--- src/rtl/bcam_mbist_outhandler.sv ---
// BCAM MBIST output handler: delays accepted compares, checks the returned match vector,
// and keeps pulse/sticky/first-fail results. Define BCAM_MBIST_FAIL_CNT_EN to build the fail counter.
module bcam_mbist_outhandler #(
    parameter int RF_DEPTH      = 64,
    parameter int AWIDTH        = 6,
    parameter int CM_RD_LATENCY = 1,
    parameter int FAIL_CNT_W    = 8
) (
    input  logic                  bist_clk,
    input  logic                  rst_b,
    input  logic                  BIST_CM_MODE_RF_IN,
    input  logic                  BIST_CM_COMPARE_EN_RF_IN,
    input  logic [AWIDTH-1:0]     BIST_EXP_ADDR_RF_IN,
    input  logic                  BIST_EXP_HIT_RF_IN,
    input  logic [RF_DEPTH-1:0]   CM_MATCH_RF_IN,
    input  logic                  BIST_CLEAR_RF_IN,
    output logic                  BIST_CM_FAIL_PULSE_RF_OUT,
    output logic                  BIST_CM_FAIL_RF_OUT,
    output logic [FAIL_CNT_W-1:0] BIST_CM_FAIL_CNT_RF_OUT,
    output logic [AWIDTH-1:0]     BIST_CM_FIRST_FAIL_ADDR_RF_OUT,
    output logic                  BIST_CM_FIRST_FAIL_MULTI_RF_OUT,
    output logic                  BIST_CM_BUSY_RF_OUT
);

    typedef enum logic [1:0] {IDLE, ACTIVE, FAILED} state_t;

    state_t                   state, state_nxt;
    logic                     vld_p0;
    logic [CM_RD_LATENCY-1:0] vld_p1;
    logic [AWIDTH-1:0]        addr_p1 [CM_RD_LATENCY];
    logic [CM_RD_LATENCY-1:0] hit_p1;
    logic                     vld_p2;
    logic                     fail_p2;
    logic                     chk_vld, chk_fail, chk_multi;
    logic [AWIDTH-1:0]        chk_addr;
    logic [RF_DEPTH-1:0]      chk_exp;

    function automatic logic [RF_DEPTH-1:0] expected_vec(input logic [AWIDTH-1:0] addr,
                                                         input logic hit);
        logic [RF_DEPTH-1:0] v;
        v = '0;
        if (hit) v[addr] = 1'b1;
        return v;
    endfunction

    function automatic logic more_than_one(input logic [RF_DEPTH-1:0] m);
        return |(m & (m - RF_DEPTH'(1)));
    endfunction

    // Issue stage: a compare only counts while the array is in CAM test mode
    assign vld_p0 = BIST_CM_COMPARE_EN_RF_IN & BIST_CM_MODE_RF_IN;

    always_ff @(posedge bist_clk or negedge rst_b) begin
        if (!rst_b) begin
            vld_p1 <= '0;
        end else if (BIST_CLEAR_RF_IN) begin
            vld_p1 <= '0;
        end else begin
            vld_p1[0] <= vld_p0;
            for (int i = 1; i < CM_RD_LATENCY; i++) vld_p1[i] <= vld_p1[i-1];
        end
    end

    always_ff @(posedge bist_clk) begin
        addr_p1[0] <= BIST_EXP_ADDR_RF_IN;
        hit_p1[0]  <= BIST_EXP_HIT_RF_IN;
        for (int i = 1; i < CM_RD_LATENCY; i++) begin
            addr_p1[i] <= addr_p1[i-1];
            hit_p1[i]  <= hit_p1[i-1];
        end
    end

    // Check stage: the match vector arrives in the same cycle the delayed compare emerges
    assign chk_vld   = vld_p1[CM_RD_LATENCY-1];
    assign chk_addr  = addr_p1[CM_RD_LATENCY-1];
    assign chk_exp   = expected_vec(chk_addr, hit_p1[CM_RD_LATENCY-1]);
    assign chk_fail  = chk_vld & (CM_MATCH_RF_IN != chk_exp);
    assign chk_multi = more_than_one(CM_MATCH_RF_IN);

    always_comb begin
        state_nxt = state;
        case (state)
            IDLE:    if (BIST_CM_MODE_RF_IN) state_nxt = ACTIVE;
            ACTIVE: begin
                if (chk_fail)                                  state_nxt = FAILED;
                else if (!BIST_CM_MODE_RF_IN && !(|vld_p1))    state_nxt = IDLE;
            end
            FAILED:  state_nxt = FAILED;
            default: state_nxt = IDLE;
        endcase
        if (BIST_CLEAR_RF_IN) state_nxt = IDLE;
    end

    // Result stage: clear suppresses a fail landing on the same edge
    always_ff @(posedge bist_clk or negedge rst_b) begin
        if (!rst_b) begin
            state                           <= IDLE;
            vld_p2                          <= 1'b0;
            fail_p2                         <= 1'b0;
            BIST_CM_FIRST_FAIL_ADDR_RF_OUT  <= '0;
            BIST_CM_FIRST_FAIL_MULTI_RF_OUT <= 1'b0;
        end else begin
            state   <= state_nxt;
            vld_p2  <= chk_vld & ~BIST_CLEAR_RF_IN;
            fail_p2 <= chk_fail & ~BIST_CLEAR_RF_IN;
            if (BIST_CLEAR_RF_IN) begin
                BIST_CM_FIRST_FAIL_ADDR_RF_OUT  <= '0;
                BIST_CM_FIRST_FAIL_MULTI_RF_OUT <= 1'b0;
            end else if (state == ACTIVE && chk_fail) begin
                BIST_CM_FIRST_FAIL_ADDR_RF_OUT  <= chk_addr;
                BIST_CM_FIRST_FAIL_MULTI_RF_OUT <= chk_multi;
            end
        end
    end

`ifdef BCAM_MBIST_FAIL_CNT_EN
    logic [FAIL_CNT_W-1:0] fail_cnt_p2;

    function automatic logic [FAIL_CNT_W-1:0] sat_inc(input logic [FAIL_CNT_W-1:0] c);
        return (c == '1) ? c : c + FAIL_CNT_W'(1);
    endfunction

    always_ff @(posedge bist_clk or negedge rst_b) begin
        if (!rst_b)                fail_cnt_p2 <= '0;
        else if (BIST_CLEAR_RF_IN) fail_cnt_p2 <= '0;
        else if (chk_fail)         fail_cnt_p2 <= sat_inc(fail_cnt_p2);
    end

    assign BIST_CM_FAIL_CNT_RF_OUT = fail_cnt_p2;
`else
    assign BIST_CM_FAIL_CNT_RF_OUT = '0;
`endif

    assign BIST_CM_FAIL_PULSE_RF_OUT = fail_p2;
    assign BIST_CM_FAIL_RF_OUT       = (state == FAILED);
    assign BIST_CM_BUSY_RF_OUT       = (|vld_p1) | vld_p2;

endmodule

--- config.mk ---
export PLATFORM = sky130hd
export DESIGN_NAME = bcam_mbist_outhandler
export DESIGN_NICKNAME = d
export VERILOG_FILES = /design/src/rtl/bcam_mbist_outhandler.sv
export SDC_FILE = /design/constraint.sdc
export NUM_CORES = 1
export LEC_CHECK = 0
export CORE_MARGIN = 2
export CORE_UTILIZATION = 33
export DETAILED_ROUTE_END_ITERATION = 8
export PLACE_DENSITY = 0.58
export SYNTH_ARGS = -nofsm -noshare
export SYNTH_HDL_FRONTEND = slang
export SYNTH_SLANG_ARGS = --single-unit
export TNS_END_PERCENT = 20
--- constraint.sdc ---
create_clock -name bist_clk -period 3.4 [get_ports bist_clk]
set_input_delay 0.51 -clock bist_clk [delete_from_list [all_inputs] [get_ports bist_clk]]
set_output_delay 0.51 -clock bist_clk [all_outputs]
set_load 0.01 [all_outputs]
==> results.yml, run 1 <==
route:
  post_route_drc: 0
  first_iter_violations: 394
  postRouteAntennaNets: 0
  finalWirelength_mm: 12.78
  detailroute.via_count: 4090
  wl_per_cell_um: 18.85
  detailedRoute.firstPassIterationCount: 5
  post_detailed_route_via_to_cell_ratio: 6.032
floorplan:
  initial_cell_density_of_the_core_pct: 33.64
  die-width_um: 97.83
  floorplan.die_area_um2: 9571
  die-height_um: 97.83
  rows: 34
  ios: 94
  design.core.area_um2: 8636
critical_path:
  crit_path_max_incr_delay_ps: 570
  setup.worst_path.end_class: "register"
  startpoint_kind_of_the_worst_setup_timing_path: "input pin"
  cp.required_ps: 3530
  critPathBufInv: 2
  cpLargestDelayFamily: "simple AND/OR/NAND/NOR gates"
  worstPathCellList: "clkdlybuf4s50_1 -> buf_4 -> or4_1 -> nor4_1 -> nand4_1 -> a22oi_1 -> nand3_1 -> nor4_2 -> nand4_1 -> nor4_4 -> o22ai_1"
  critical_path.max_fanout: 6
  timing_worst_setup_path_type: "in2reg"
  crit_path_frequent_cell: "nand4_1"
  crit_path_top_delay_cell: "or4_1"
  arrival_ps: 3470
pwr:
  cellInternalPower_uw: 503.1
  p_comb_share_pct: 48.2
  switching_power_uw: 266.6
  totalPowerFinal_uw: 769.7
  total_leakage_power_nw: 1.732
  share_seq_of_total_power_pct: 31.8
  power_switching_share_pct: 34.64
  clkPwrFrac_pct: 20.0
  power-per-cell-area_nw_per_um2: 165.3
  vdd_drop_max_v: 0.0001889
cells_and_area:
  layout.cells.most_common: "buf_4"
  layout_common_cells: "90 x buf_4, 68 x clkdlybuf4s50_1, 35 x nor2_1, 29 x o21ai_0, 25 x a21oi_1"
  post_route_cells_drive_above_1_share_pct: 24.56
  layout.area.seq_um2: 440.4
  multi_input_area_um2: 2421
  area_delta_synth_final_pct: 60.25
  layout.nets: 647
  num-fill-cells: 843
  insertedDiodeCount: 0
  instances_no_fill: 678
placed_design:
  hpwl_mm: 10.12
  count_of_placed_standard_cells_including_taps: 665
  io_buffer_count: 85
  dpl_worst_slack_ps: -543.5
  routabilityCongestion: 1.031
synth:
  synth_edf_count: 0
  yosys_most_used_dff: "dfrtp_1"
  syn_area_per_cell_um2: 7.103
  syn_area_um2: 2905
  yosysSeqAreaShare_pct: 15.16
  syn-instance-count: 409
  synth.distinct_cells: 59
  synthesis_stage_register_bit_count: 19
  ys_async_sr_fraction_pct: 63.16
  ys_warn_count: 0
global_routing:
  grt_pass1_vias: 3862
  global_route_wire_length_before_repair_mm: 20.31
  global_route_total_overflow: 0
  antenna_found_initial: 0
  grt_start_max_net_pins: 17
  gr_util_all_layers_pct: 25.86
sta:
  final.min_clock_period_ps: 3345
  slew-limit-headroom_pct: 57.41
  rsz0062_at_grt: "true"
  finalCritPeriodShare_pct: 98.39
  report.final.hold_viol_count: 0
  clock-skew-final_ps: 1.007
  count_of_final_max_slew_check_failures: 0
  final-setup-viol-count: 0
  post-route-worst-setup-slack_ps: 54.65
  maxClockFrequency_mhz: 298.9
  timing_worst_slew_pin_value_ps: 629.9
clocking:
  numCtsBuffers: 3
  clock_latency_ps: 250
  clockBufferDepth: 2
  root_buffer: "clkbuf_8"
  postCtsHoldBufs: 0
  worst_setup_hold_path_clk_slew_ps: 70
  clock-sinks: 19
  tritoncts: "done"
  h-tree-depth: 1
worst_hold_path:
  min-delay-path-class: "reg2reg"
job:
  timing.max_cap.violations: 0
status:
  run_status: "completed"
==> tightest hold or removal path: cells and delay by family, from the launching register on <==
family / cells / cell delay, ps
AO/OA/AOI/OAI: 1 / 60
flip-flops: 1 / 320
buffers and inverters: 1 / 50
==> logic make-up (layout without fill, tap and decap cells) <==
group	after synthesis	count (layout)	synth area share (%)
compound gates	132	132	30.19
buf+inv	44	198	6.718
simple gates	190	190	40.18
flops	19	19	15.16
other cells	1	8	0.1291
xor+xnor	11	11	3.316
mux	6	6	2.239
fa+ha+maj	6	6	2.067
==> timing repair <==
item                                    CTS  global route
endpoints found under the setup margin    1             2
buffers inserted                          5             3
resized for setup                        24            28
hold endpoints to repair                  0             0
cloned                                    1             0
pin swaps                                17            20
==> metrics by stage <==
stage / util [%] / hold slack, ps / area, um^2 / setup TNS [ps]
after floorplan: - / 214.4 / 2932 / 0
after global placement: 51.10 / 462.1 / 4413 / -957.0
after detailed placement: 51.10 / 458.4 / 4413 / -1148
after CTS: 52.52 / 476.5 / 4536 / 0
after global routing: 53.91 / 495.2 / 4656 / -2.424
final: 53.91 / 475.6 / 4656 / 0
==> power by group through the flow <==
stage               Clock [mW]  Combinational [mW]  Sequential [mW]
floorplan                    0               0.133            0.241
CTS                      0.158               0.358            0.244
global placement             0               0.355            0.249
global route             0.166               0.397            0.246
detailed placement           0               0.357            0.249
finish                   0.154               0.371            0.245
==> Yosys cell counts, types with 3 or more instances <==
cell type,number,area share (%)
nand4bb_1,3,1.2
o32a_1,4,1.4
o21ai_0,32,5.5
buf_4,8,2.1
a21oi_1,25,4.3
nor2b_1,5,1.1
clkbuf_1,18,2.3
o211ai_1,3,0.78
a211oi_1,5,1.3
nand2b_1,7,1.5
o22a_1,4,1.2
dfxtp_1,7,4.8
nand3b_1,10,2.6
or2_2,4,0.86
dfrtp_1,12,10
or3_1,10,2.2
o2111ai_1,4,1.2
a22oi_1,7,1.8
or3b_2,7,2.1
or4_1,6,1.6
nor3_1,17,2.9
inv_1,16,2.1
xor2_1,11,3.3
nand4_1,12,2.6
nand4b_1,7,2.1
nor3b_1,6,1.6
nand3_1,11,1.9
maj3_1,6,2.1
o22ai_1,15,3.2
o32ai_1,11,3.3
o31ai_1,6,1.6
a2111oi_0,3,0.90
nand2_1,20,2.6
nor2_1,35,4.5
mux2_2,4,1.6
nor4_1,15,3.2
==> routing by layer <==
metal / global-route usage, % / up-vias / part of all wire [%]
met3: 2.291 / 37 / 6.8
li1: - / 1923 / -
met4: 7.372 / 0 / 3.0
met1: 35.27 / 1919 / 44
met5: 0 / - / 0
met2: 43.62 / 211 / 47
==> layout make-up <==
type | instances | share of cell area, %
Clock buffer | 3 | 0.8869
Clock inverter | 1 | 0.1075
Inverter | 16 | 1.290
Multi-Input combinational cell | 353 | 52.00
Sequential cell | 19 | 9.460
Tap cell | 108 | 2.902
Timing Repair Buffer | 178 | 33.35
==> registers in the layout, indices dropped and copies added, names as in the netlist <==
| name | count |
|---|---|
| BIST_CM_FIRST_FAIL_MULTI_RF_OUT | 1 |
| chk_vld | 1 |
| hit_p1 | 1 |
| state | 2 |
| vld_p2 | 1 |
| addr_p1 | 6 |
| BIST_CM_FAIL_PULSE_RF_OUT | 1 |
| BIST_CM_FIRST_FAIL_ADDR_RF_OUT | 6 |
==> worst paths after layout <==
check,cells after the start,slack (ps),to,start
min,2,480,BIST_CM_FIRST_FAIL_ADDR_RF_OUT[5]$_DFFE_PN0P_,addr_p1[0][5]$_DFF_P_
min in group asynchronous,1,620,chk_vld$_DFF_PN0_,rst_b
min reg2reg,2,480,BIST_CM_FIRST_FAIL_ADDR_RF_OUT[5]$_DFFE_PN0P_,addr_p1[0][5]$_DFF_P_
max in group asynchronous,1,2410,BIST_CM_FIRST_FAIL_ADDR_RF_OUT[4]$_DFFE_PN0P_,rst_b
max,11,50,BIST_CM_FIRST_FAIL_MULTI_RF_OUT$_DFFE_PN0P_,CM_MATCH_RF_IN[29]
max reg2reg,11,190,BIST_CM_FIRST_FAIL_MULTI_RF_OUT$_DFFE_PN0P_,addr_p1[0][4]$_DFF_P_
Power figures use the tool's default switching activity.
==> run 2, diff against run 1 <==
Settings changed: SKIP_LAST_GASP from default to 1.
==> results of run 2 <==
Same layout as run 1: the final DEF is identical, and so are final timing and power.
==> run 3, diff against run 2 <==
Settings changed: SKIP_LAST_GASP 1 to default.
==> results of run 3 <==
Same layout as run 1: the final DEF is identical, and so are final timing and power.
